===== src/rtl/conv1_pool_reader_if.sv =====
// Read side of the conv1 FIFO plus the pooled-sample valid/ready stream.
// master = pooling reader, slave = FIFO/downstream side.
interface conv1_pool_reader_if #(
  parameter int DATA_WIDTH = 16
);
  logic                  fifo_empty;
  logic                  fifo_rd_en;
  logic [DATA_WIDTH-1:0] fifo_data;
  logic                  pool_valid;
  logic                  pool_ready;
  logic [DATA_WIDTH-1:0] pool_data;
  logic                  pool_done;

  modport master (
    input  fifo_empty, fifo_data, pool_ready,
    output fifo_rd_en, pool_valid, pool_data, pool_done
  );

  modport slave (
    output fifo_empty, fifo_data, pool_ready,
    input  fifo_rd_en, pool_valid, pool_data, pool_done
  );
endinterface


===== src/rtl/conv1_pool_reader.sv =====
// Drains the conv1 FIFO and emits 2x2 stride-2 max-pooled samples; output registered 1 cycle after
// the window-completing datum arrives. A stalled output blocks further FIFO reads; in-flight data is absorbed.
module conv1_pool_reader #(
  parameter int DATA_WIDTH  = 16,
  parameter int FMAP_WIDTH  = 28,
  parameter int SIGNED_DATA = 1
) (
  input  logic                clk,
  input  logic                rst,
  conv1_pool_reader_if.master bus
);
  localparam int HALF = FMAP_WIDTH / 2;
  localparam int CW   = (FMAP_WIDTH > 2) ? $clog2(FMAP_WIDTH) : 1;
  localparam int HW   = (HALF > 1) ? $clog2(HALF) : 1;
  localparam int NOUT = HALF * HALF;
  localparam int OW   = (NOUT > 1) ? $clog2(NOUT) : 1;
  localparam logic [CW-1:0] POS_LAST = CW'(FMAP_WIDTH - 1);
  localparam logic [OW-1:0] OUT_LAST = OW'(NOUT - 1);

  logic [CW-1:0]         col_q, col_d, row_q, row_d;
  logic                  rd_pending_q;
  logic [DATA_WIDTH-1:0] hreg_q, hreg_d;
  logic [DATA_WIDTH-1:0] linebuf_q [HALF];
  logic                  pool_valid_q, pool_valid_d;
  logic [DATA_WIDTH-1:0] pool_data_q, pool_data_d;
  logic                  pool_done_q, pool_done_d;
  logic [OW-1:0]         out_cnt_q, out_cnt_d;
  logic                  rd_en, xfer, col_odd, row_odd, lb_wr;
  logic [HW-1:0]         lb_idx;
  logic [DATA_WIDTH-1:0] hmax, vmax;

  function automatic logic [DATA_WIDTH-1:0] max2(input logic [DATA_WIDTH-1:0] a,
                                                 input logic [DATA_WIDTH-1:0] b);
    if (SIGNED_DATA != 0) return ($signed(a) >= $signed(b)) ? a : b;
    return (a >= b) ? a : b;
  endfunction

  always_comb begin
    rd_en        = !bus.fifo_empty && (!pool_valid_q || bus.pool_ready);
    xfer         = pool_valid_q && bus.pool_ready;
    col_odd      = col_q[0];
    row_odd      = row_q[0];
    lb_idx       = HW'(col_q >> 1);
    hmax         = max2(hreg_q, bus.fifo_data);
    vmax         = max2(linebuf_q[lb_idx], hmax);
    lb_wr        = rd_pending_q && col_odd && !row_odd;
    col_d        = col_q;
    row_d        = row_q;
    hreg_d       = hreg_q;
    pool_valid_d = pool_valid_q && !xfer;
    pool_data_d  = pool_data_q;
    pool_done_d  = 1'b0;
    out_cnt_d    = out_cnt_q;

    if (rd_pending_q) begin
      if (col_q == POS_LAST) begin
        col_d = '0;
        row_d = (row_q == POS_LAST) ? '0 : row_q + CW'(1);
      end else begin
        col_d = col_q + CW'(1);
      end
      if (!col_odd) begin
        hreg_d = bus.fifo_data;
      end else if (row_odd) begin
        // Window-completing data are >= 2 reads apart and reads stop on stall, so no overwrite.
        pool_valid_d = 1'b1;
        pool_data_d  = vmax;
      end
    end

    if (xfer) begin
      if (out_cnt_q == OUT_LAST) begin
        out_cnt_d   = '0;
        pool_done_d = 1'b1;
      end else begin
        out_cnt_d = out_cnt_q + OW'(1);
      end
    end
  end

  always_ff @(posedge clk or posedge rst) begin
    if (rst) begin
      col_q        <= '0;
      row_q        <= '0;
      rd_pending_q <= 1'b0;
      hreg_q       <= '0;
      pool_valid_q <= 1'b0;
      pool_data_q  <= '0;
      pool_done_q  <= 1'b0;
      out_cnt_q    <= '0;
    end else begin
      col_q        <= col_d;
      row_q        <= row_d;
      rd_pending_q <= rd_en;
      hreg_q       <= hreg_d;
      pool_valid_q <= pool_valid_d;
      pool_data_q  <= pool_data_d;
      pool_done_q  <= pool_done_d;
      out_cnt_q    <= out_cnt_d;
    end
  end

  // Line buffer is always rewritten by an even row before it is read, so it needs no reset.
  always_ff @(posedge clk) begin
    if (lb_wr) linebuf_q[lb_idx] <= hmax;
  end

  assign bus.fifo_rd_en = rd_en;
  assign bus.pool_valid = pool_valid_q;
  assign bus.pool_data  = pool_data_q;
  assign bus.pool_done  = pool_done_q;
endmodule


===== src/flat_wrapper.sv =====
// flat-port wrapper written by rule: the top's interface ports become plain ports
module conv1_pool_reader_flat 
#(
  parameter int DATA_WIDTH  = 16,
  parameter int FMAP_WIDTH  = 28,
  parameter int SIGNED_DATA = 1
)
  (clk, rst, bus_fifo_empty, bus_fifo_data, bus_pool_ready, bus_fifo_rd_en, bus_pool_valid, bus_pool_data, bus_pool_done);
  conv1_pool_reader_if #(.DATA_WIDTH(DATA_WIDTH)) bus_i ();
  input  logic clk;
  input  logic rst;
  input wire logic [$bits(bus_i.fifo_empty)-1:0] bus_fifo_empty;
  input wire logic [$bits(bus_i.fifo_data)-1:0] bus_fifo_data;
  input wire logic [$bits(bus_i.pool_ready)-1:0] bus_pool_ready;
  output wire logic [$bits(bus_i.fifo_rd_en)-1:0] bus_fifo_rd_en;
  output wire logic [$bits(bus_i.pool_valid)-1:0] bus_pool_valid;
  output wire logic [$bits(bus_i.pool_data)-1:0] bus_pool_data;
  output wire logic [$bits(bus_i.pool_done)-1:0] bus_pool_done;
  assign bus_i.fifo_empty = bus_fifo_empty;
  assign bus_i.fifo_data = bus_fifo_data;
  assign bus_i.pool_ready = bus_pool_ready;
  assign bus_fifo_rd_en = bus_i.fifo_rd_en;
  assign bus_pool_valid = bus_i.pool_valid;
  assign bus_pool_data = bus_i.pool_data;
  assign bus_pool_done = bus_i.pool_done;
  conv1_pool_reader #(.DATA_WIDTH(DATA_WIDTH), .FMAP_WIDTH(FMAP_WIDTH), .SIGNED_DATA(SIGNED_DATA)) u_core (.clk(clk), .rst(rst), .bus(bus_i));
endmodule

===== config.mk =====
export PLATFORM = sky130hd
export DESIGN_NAME = conv1_pool_reader_flat
export DESIGN_NICKNAME = d
export VERILOG_FILES = /design/src/rtl/conv1_pool_reader_if.sv /design/src/rtl/conv1_pool_reader.sv /design/src/flat_wrapper.sv
export SDC_FILE = /design/constraint.sdc
export NUM_CORES = 1
export LEC_CHECK = 0
export CAP_MARGIN = 20
export CORE_UTILIZATION = 40
export DETAILED_ROUTE_END_ITERATION = 7
export GPL_TIMING_DRIVEN = 1
export PLACE_DENSITY_LB_ADDON = 0.2
export SYNTH_ARGS = -nofsm -noshare
export SYNTH_HDL_FRONTEND = slang
export SYNTH_SLANG_ARGS = --single-unit

===== constraint.sdc =====
create_clock -name clk -period 9.5 [get_ports clk]
set_input_delay 0.95 -clock clk [delete_from_list [all_inputs] [get_ports clk]]
set_output_delay 0.95 -clock clk [all_outputs]
set_load 0.01 [all_outputs]

==> impl_metrics.xml, run 1 <==
<?xml version="1.0" encoding="UTF-8"?>
<metrics>
  <group name="place">
    <metric name="io_buffer_count" unit="">38</metric>
    <metric name="gp_routability_congestion" unit="">0.801</metric>
    <metric name="pre_cts_ws" unit="ns">3.67</metric>
    <metric name="postPlaceCellArea" unit="sq mm">0.0130</metric>
    <metric name="placedCellCount" unit="">1150</metric>
    <metric name="dp_hpwl" unit="mm">15.6</metric>
  </group>
  <group name="route">
    <metric name="drt_pre_antenna_iters" unit="">5</metric>
    <metric name="avgViaCountPerCell" unit="">5.30</metric>
    <metric name="final_antenna_net_count" unit="">0</metric>
    <metric name="drc" unit="">0</metric>
    <metric name="routed_wire_length_per_instance" unit="microns">20.2</metric>
    <metric name="drt_first_iter_violations" unit="">418</metric>
    <metric name="wl" unit="mm">24.3</metric>
    <metric name="routed-via-count" unit="">6381</metric>
  </group>
  <group name="logic_synthesis">
    <metric name="yosysUniqueCellTypes" unit="">48</metric>
    <metric name="synth_seq_area_share" unit="">0.663</metric>
    <metric name="post_synth_mux_area_share" unit="">0.157</metric>
    <metric name="synth_seq_cells" unit="">277</metric>
    <metric name="post_synth.cell_area_avg" unit="sq um">16.5</metric>
    <metric name="library_cell_with_the_largest_summed_area_after_synthesis" unit="">edfxtp_1</metric>
    <metric name="synth_enable_flop_cells" unit="">224</metric>
    <metric name="yosys.area_share.adder" unit="">0.0361</metric>
    <metric name="synth_cells" unit="">735</metric>
    <metric name="synth.most_common_cell" unit="">edfxtp_1</metric>
    <metric name="synth_warnings" unit="">0</metric>
    <metric name="ys.flop_type" unit="">edfxtp_1</metric>
    <metric name="ys_top_cells_by_area" unit="">edfxtp_1, dfrtp_1, mux4_2, ha_1, mux2i_1</metric>
    <metric name="syn-num-nets" unit="">790</metric>
    <metric name="synthSimpleGateAreaFrac" unit="">0.0495</metric>
    <metric name="synth.cells.most_frequent" unit="">edfxtp_1, dfrtp_1, nand2_1, inv_1, mux4_2</metric>
    <metric name="dominant_combinational_cell_family_by_area_after_synthesis" unit="">multiplexers</metric>
    <metric name="area_share_of_the_largest_cell_type_after_synthesis" unit="">0.554</metric>
    <metric name="syn-cell-area" unit="sq mm">0.0121</metric>
    <metric name="async_flop_share" unit="">0.191</metric>
    <metric name="synth-compound-area-share" unit="">0.0567</metric>
    <metric name="synth-xor-area-share" unit="">0.00505</metric>
  </group>
  <group name="final_layout">
    <metric name="finalInstanceArea" unit="sq mm">0.0140</metric>
    <metric name="fraction_of_final_layout_cells_sized_beyond_drive_strength_1" unit="">0.204</metric>
    <metric name="total_area_of_multi_input_combinational_cells" unit="sq mm">0.00372</metric>
    <metric name="diodes_inserted" unit="">0</metric>
    <metric name="final_nets" unit="">846</metric>
    <metric name="area.sequential" unit="sq mm">0.00806</metric>
    <metric name="final_core_util" unit="">0.471</metric>
    <metric name="syn2layout_area_growth" unit="%">15.2</metric>
    <metric name="layoutNonFillerInstCount" unit="">1204</metric>
    <metric name="fill_cells" unit="">2547</metric>
  </group>
  <group name="grt">
    <metric name="wire_length_of_the_first_global_routing_pass" unit="mm">38.2</metric>
    <metric name="grt_pass1_vias" unit="">6644</metric>
    <metric name="grt_antenna_before_repair" unit="">0</metric>
    <metric name="pin_count_of_the_biggest_net_entering_global_routing" unit="">59</metric>
    <metric name="grt_remaining_overflow" unit="">0</metric>
    <metric name="grt_util_all_layers" unit="">0.161</metric>
  </group>
  <group name="critical_path">
    <metric name="setup.worst_path.start_class" unit="">input pin</metric>
    <metric name="timing.critical_path.buf_inv" unit="">3</metric>
    <metric name="r2r_setup_slack" unit="ns">4.65</metric>
    <metric name="r2r_cells" unit="">12</metric>
    <metric name="worstSetupPathType" unit="">input pin to flop</metric>
    <metric name="critical_path_arrival" unit="ns">5.68</metric>
    <metric name="critical_path.max_stage_delay" unit="ns">0.67</metric>
    <metric name="crit-reg2reg-launch" unit="">u_core.col_q[1]</metric>
    <metric name="cp-end-kind" unit="">flop</metric>
    <metric name="cells_along_the_critical_path" unit="">clkdlybuf4s50_1, ha_1, nand2b_1, a2111o_1, a31oi_1, nand4bb_2, buf_16, mux2i_2, inv_1, ha_1, nor2b_1, o211a_1, o21ai_2, and4_4, or3_1, o221ai_1</metric>
    <metric name="worst-endpoint-required" unit="ns">9.94</metric>
    <metric name="path_common_cell" unit="">ha_1</metric>
    <metric name="worstPathMaxFanout" unit="">16</metric>
    <metric name="worst_path_max_delay_cell" unit="">or3_1</metric>
    <metric name="worst_path_dominant_cell_family" unit="">simple AND/OR/NAND/NOR gates</metric>
    <metric name="crit-reg2reg-capture" unit="">u_core.bus.pool_data[10]</metric>
  </group>
  <group name="hold_path">
    <metric name="timing.hold.worst.class" unit="">flop to flop</metric>
    <metric name="min_to" unit="">u_core.out_cnt_q[4]</metric>
    <metric name="min_delay_path_depth" unit="">1</metric>
    <metric name="worst_hold_startpoint" unit="">u_core.out_cnt_q[4]</metric>
  </group>
  <group name="timing">
    <metric name="timing.final.hold_violations" unit="">0</metric>
    <metric name="post-route-min-period" unit="ns">5.23</metric>
    <metric name="timing.max_slew.rel_slack" unit="">0.441</metric>
    <metric name="finalSetupViolCount" unit="">0</metric>
    <metric name="worst_pin_slew" unit="ns">0.839</metric>
    <metric name="fin_tns_setup" unit="ns">0</metric>
    <metric name="timing.final.max_slew_violations" unit="">0</metric>
    <metric name="grt_setup_unrepaired" unit="">false</metric>
    <metric name="finalClockSkew" unit="ns">0.0151</metric>
    <metric name="worst_slack" unit="ns">4.27</metric>
    <metric name="timing.final.crit_share" unit="">0.551</metric>
    <metric name="max_clock_freq" unit="GHz">0.191</metric>
  </group>
  <group name="floorplan">
    <metric name="initial_utilization" unit="">0.408</metric>
    <metric name="rows" unit="">63</metric>
    <metric name="dieHeight" unit="microns">176</metric>
    <metric name="design.die.area" unit="sq mm">0.0310</metric>
    <metric name="floorplan.io_pins" unit="">39</metric>
    <metric name="core_area" unit="sq mm">0.0297</metric>
    <metric name="floorplan.die.width" unit="microns">176</metric>
  </group>
  <group name="cts">
    <metric name="cts_repair_resize_count" unit="">0</metric>
    <metric name="max-clock-path-buffers" unit="">3</metric>
    <metric name="cts-root-buf" unit="">clkbuf_16</metric>
    <metric name="clk-insertion-delay-late" unit="ns">0.54</metric>
    <metric name="clk_pin_slew" unit="ns">0.06</metric>
    <metric name="tritoncts" unit="">built</metric>
    <metric name="tritoncts.num_buffers" unit="">29</metric>
    <metric name="cts-htree-levels" unit="">1</metric>
    <metric name="post_cts_repair_timing_setup_buffer_count" unit="">0</metric>
    <metric name="cts_num_sinks" unit="">277</metric>
    <metric name="post_cts_hold_buffers" unit="">0</metric>
  </group>
  <group name="flow_run">
    <metric name="cap_violations" unit="">0</metric>
  </group>
  <group name="power">
    <metric name="ir_worst_vdd" unit="uV">137</metric>
    <metric name="p_per_area" unit="mW/mm^2">326</metric>
    <metric name="power_leakage" unit="nW">5.08</metric>
  </group>
  <group name="status">
    <metric name="status" unit="">complete, no violations</metric>
  </group>
</metrics>
[per-layer routing]
layer	up-vias	track usage	part of all wire	wire [microns]
li1	2940	-	-	-
met1	3277	0.224	0.46	11200
met2	138	0.265	0.48	11700
met3	26	0.0256	0.042	1010
met4	0	0.0377	0.015	354
met5	-	0	0	0
[power by group]
group	leakage, nW	internal [mW]	switching [mW]
clock network	0.468	0.680	0.445
registers	2.65	1.65	0.122
logic	1.97	0.700	0.961
total	5.08	3.03	1.53
[worst max-delay path by stage]
stage,startpoint,to,slack [ns],depth (start not counted)
2_1_floorplan,bus_fifo_data[0],u_core.bus.pool_data[8],5.17,16
3_3_place_gp,bus_fifo_data[0],u_core.bus.pool_data[11],3.30,14
3_5_place_dp,bus_fifo_data[0],u_core.bus.pool_data[10],3.67,15
4_1_cts,bus_fifo_data[0],u_core.bus.pool_data[10],4.25,16
5_1_grt,bus_fifo_data[0],u_core.bus.pool_data[13],4.00,15
6_report,bus_fifo_data[0],u_core.bus.pool_data[10],4.27,16
[registers in the layout, summed over array words and instances, names as in the netlist]
signal	cells
u_core.linebuf_q	224
u_core.out_cnt_q	8
u_core.bus.pool_done	1
u_core.bus.pool_data	16
u_core.bus.pool_valid	1
u_core.col_q	5
u_core.rd_pending_q	1
u_core.hreg_q	16
u_core.row_q	5
[through the flow]
stage	power [mW]	hold slack, ns
global placement	3.40	0.483
finish	4.55	0.503
floorplan	2.95	0.467
detailed placement	3.47	0.487
CTS	4.62	0.499
global route	4.81	0.521
[final cells by class]
| class | instances | area share |
|---|---|---|
| flip-flops and latches | 277 | 0.576 |
| repair buffers | 60 | 0.0413 |
| well taps | 390 | 0.0349 |
| clock buffers | 41 | 0.0558 |
| inverters | 52 | 0.0140 |
| multi-input cells | 371 | 0.266 |
| clock inverters | 13 | 0.0120 |
[kinds of logic (layout without fill, tap and decap cells)]
family,after synthesis,count (layout)
simple gates,126,126
fa+ha+maj,35,35
mux,116,116
buf+inv,87,166
compound gates,87,87
xor+xnor,7,7
flops,277,277
[worst register-to-register path, cell delays in order, from the launching register on]
cell and delay [ns]:
dfrtp_4 0.85, buf_4 0.70, mux4_2 0.64, mux2i_1 0.37, o21a_1 0.22, inv_1 0.05
ha_1 0.29, nand4_2 0.12, nor4_4 0.27, o21ai_2 0.10, and4_4 0.19, or3_1 0.67
o221ai_1 0.29
[layout by cell type, fill, tap and decap left out, types with 2 or more instances in the layout]
| master | count |
|---|---|
| edfxtp_1 | 224 |
| nand2_1 | 53 |
| inv_1 | 51 |
| dfrtp_1 | 50 |
| mux4_2 | 48 |
| mux2i_1 | 38 |
| clkdlybuf4s50_1 | 38 |
| ha_1 | 35 |
| clkbuf_16 | 29 |
| nor2_1 | 28 |
| mux2_2 | 20 |
| buf_4 | 20 |
| o21a_1 | 16 |
| o211ai_1 | 15 |
| o21ai_0 | 12 |
| a21oi_1 | 12 |
| nand3_1 | 11 |
| o221ai_2 | 11 |
| clkbuf_1 | 11 |
| mux2i_4 | 9 |
| xor2_1 | 7 |
| clkinv_2 | 7 |
| nand4_1 | 6 |
| nand2b_1 | 6 |
| o221ai_1 | 5 |
| nor3_1 | 4 |
| nor3_2 | 4 |
| bufinv_16 | 4 |
| a211oi_1 | 3 |
| a21o_1 | 3 |
| nor2b_1 | 3 |
| nand3b_1 | 2 |
| a31oi_1 | 2 |
| and3_1 | 2 |
| dfrtp_2 | 2 |
(Power assumes the default switching activity.)
==> run 2: changes to the inputs <==
Clock period 9.5 ns to 4.82 ns, I/O delays scaled along.
==> run 2 against run 1 <==
Net effect:
- clock-buffer cell count shrank 5
- register-to-register slack lost 4.0 ns
- cell count grew 0.66%
- largest power group unchanged
- global-route usage grew 0.57 points
- clock skew grew 0.013 ns
- combinational power grew 98%
- clock power grew 88%
- critical path depth shrank 3
==> impl_metrics.xml, run 2 (synthesized netlist as in run 1, its figures left out) <==
<?xml version="1.0" encoding="UTF-8"?>
<metrics>
  <group name="grt">
    <metric name="pin_count_of_the_biggest_net_entering_global_routing" unit="">59</metric>
    <metric name="grt_pass1_vias" unit="">6856</metric>
    <metric name="grt_util_all_layers" unit="">0.167</metric>
    <metric name="wire_length_of_the_first_global_routing_pass" unit="mm">39.4</metric>
    <metric name="grt_remaining_overflow" unit="">0</metric>
    <metric name="grt_antenna_before_repair" unit="">0</metric>
  </group>
  <group name="timing">
    <metric name="post-route-min-period" unit="ns">4.13</metric>
    <metric name="timing.final.max_slew_violations" unit="">0</metric>
    <metric name="finalClockSkew" unit="ns">0.0281</metric>
    <metric name="worst_pin_slew" unit="ns">0.825</metric>
    <metric name="max_clock_freq" unit="GHz">0.242</metric>
    <metric name="grt_setup_unrepaired" unit="">false</metric>
    <metric name="finalSetupViolCount" unit="">0</metric>
    <metric name="fin_tns_setup" unit="ns">0</metric>
    <metric name="timing.final.crit_share" unit="">0.857</metric>
    <metric name="timing.final.hold_violations" unit="">0</metric>
    <metric name="timing.max_slew.rel_slack" unit="">0.446</metric>
  </group>
  <group name="place">
    <metric name="io_buffer_count" unit="">38</metric>
    <metric name="gp_routability_congestion" unit="">0.848</metric>
    <metric name="placedCellCount" unit="">1156</metric>
    <metric name="dp_hpwl" unit="mm">16.2</metric>
  </group>
  <group name="critical_path">
    <metric name="worst-endpoint-required" unit="ns">5.27</metric>
    <metric name="worstPathMaxFanout" unit="">37</metric>
    <metric name="cp-end-kind" unit="">flop</metric>
    <metric name="setup.worst_path.start_class" unit="">flop</metric>
    <metric name="r2r_cells" unit="">13</metric>
    <metric name="critical_path_arrival" unit="ns">4.58</metric>
    <metric name="worstSetupPathType" unit="">flop to flop</metric>
  </group>
  <group name="cts">
    <metric name="clk_pin_slew" unit="ns">0.06</metric>
    <metric name="tritoncts" unit="">built</metric>
    <metric name="clk-insertion-delay-late" unit="ns">0.57</metric>
    <metric name="post_cts_hold_buffers" unit="">0</metric>
    <metric name="tritoncts.num_buffers" unit="">30</metric>
    <metric name="post_cts_repair_timing_setup_buffer_count" unit="">0</metric>
    <metric name="cts-htree-levels" unit="">1</metric>
    <metric name="max-clock-path-buffers" unit="">3</metric>
    <metric name="cts_repair_resize_count" unit="">0</metric>
    <metric name="cts_num_sinks" unit="">277</metric>
    <metric name="cts-root-buf" unit="">clkbuf_16</metric>
  </group>
  <group name="route">
    <metric name="drc" unit="">0</metric>
    <metric name="final_antenna_net_count" unit="">0</metric>
    <metric name="routed_wire_length_per_instance" unit="microns">20.4</metric>
    <metric name="drt_pre_antenna_iters" unit="">4</metric>
    <metric name="avgViaCountPerCell" unit="">5.33</metric>
    <metric name="routed-via-count" unit="">6459</metric>
    <metric name="wl" unit="mm">24.8</metric>
    <metric name="drt_first_iter_violations" unit="">384</metric>
  </group>
  <group name="power">
    <metric name="ir_worst_vdd" unit="uV">299</metric>
    <metric name="power_leakage" unit="nW">5.10</metric>
    <metric name="p_per_area" unit="mW/mm^2">637</metric>
  </group>
  <group name="hold_path">
    <metric name="timing.hold.worst.class" unit="">input pin to async pin</metric>
  </group>
  <group name="final_layout">
    <metric name="fraction_of_final_layout_cells_sized_beyond_drive_strength_1" unit="">0.207</metric>
    <metric name="diodes_inserted" unit="">0</metric>
    <metric name="syn2layout_area_growth" unit="%">15.5</metric>
    <metric name="final_nets" unit="">854</metric>
    <metric name="layout.cells.most_common_list" unit="">edfxtp_1, nand2_1, inv_1, dfrtp_1, mux4_2</metric>
    <metric name="largest_register_ff_count" unit="">224</metric>
    <metric name="layout_commonest_cell" unit="">edfxtp_1</metric>
    <metric name="top_register" unit="">u_core.linebuf_q</metric>
    <metric name="layoutNonFillerInstCount" unit="">1212</metric>
    <metric name="fill_cells" unit="">2490</metric>
  </group>
  <group name="floorplan">
    <metric name="floorplan.io_pins" unit="">39</metric>
    <metric name="dieHeight" unit="microns">176</metric>
    <metric name="core_area" unit="sq mm">0.0297</metric>
    <metric name="floorplan.die.width" unit="microns">176</metric>
    <metric name="rows" unit="">63</metric>
    <metric name="design.die.area" unit="sq mm">0.0310</metric>
    <metric name="initial_utilization" unit="">0.408</metric>
  </group>
  <group name="flow_run">
    <metric name="cap_violations" unit="">0</metric>
  </group>
  <group name="status">
    <metric name="status" unit="">complete, no violations</metric>
  </group>
</metrics>
run 2: worst paths after layout:
path	to	slack, ns	startpoint
setup / recovery	u_core.bus.pool_data[10]	0.69	u_core.col_q[1]
hold / removal	u_core.out_cnt_q[6]	0.26	rst
setup reg to reg	u_core.bus.pool_data[10]	0.69	u_core.col_q[1]
hold reg to reg	u_core.bus.pool_data[12]	0.49	u_core.bus.pool_data[12]
max in group asynchronous	u_core.col_q[2]	4.02	rst
min in group clk	u_core.bus.pool_data[12]	0.49	u_core.bus.pool_data[12]
run 2: final cells by class:
class / instances / area (sq um) / area share
Sequential cell: 277 / 8060 / 0.575
Multi-Input combinational cell: 371 / 3720 / 0.265
Clock buffer: 36 / 773 / 0.0551
Timing Repair Buffer: 67 / 648 / 0.0462
Tap cell: 390 / 488 / 0.0348
Inverter: 52 / 195 / 0.0139
Clock inverter: 19 / 145 / 0.0103
run 2: worst max-delay path, cell delays in order (launching register included):
cell,delay (ns)
dfrtp_4,0.90
buf_12,0.29
mux4_2,0.53
mux2i_1,0.25
o21a_1,0.22
inv_1,0.07
ha_1,0.31
nand4_2,0.13
nor4_4,0.27
o21ai_2,0.10
and4_4,0.19
or3_1,0.36
buf_4,0.19
o221ai_1,0.17
run 2: through the flow:
step | instance area [sq um] | power, mW | setup slack (ns) | utilization | hold slack (ns)
3_3_place_gp | 13100 | 6.76 | 0.356 | 0.440 | 0.481
5_1_grt | 14000 | 9.46 | 0.342 | 0.472 | 0.271
4_1_cts | 14000 | 9.04 | 0.580 | 0.471 | 0.484
6_report | 14000 | 8.93 | 0.688 | 0.472 | 0.259
2_1_floorplan | 12100 | 5.82 | 0.963 | - | 0.467
3_5_place_dp | 13100 | 6.91 | 0.135 | 0.440 | 0.483
run 2: power breakdown:
| part | total [mW] | internal (mW) | switching (mW) |
|---|---|---|---|
| Combinational | 3.28 | 1.41 | 1.87 |
| Sequential | 3.54 | 3.25 | 0.298 |
| Clock | 2.11 | 1.20 | 0.911 |
| Total | 8.93 | 5.86 | 3.07 |
run 2: per-layer routing:
metal / track usage / share of wire
met1: 0.232 / 0.45
met2: 0.277 / 0.48
met3: 0.0233 / 0.054
met4: 0.0373 / 0.018
met5: 0 / 0
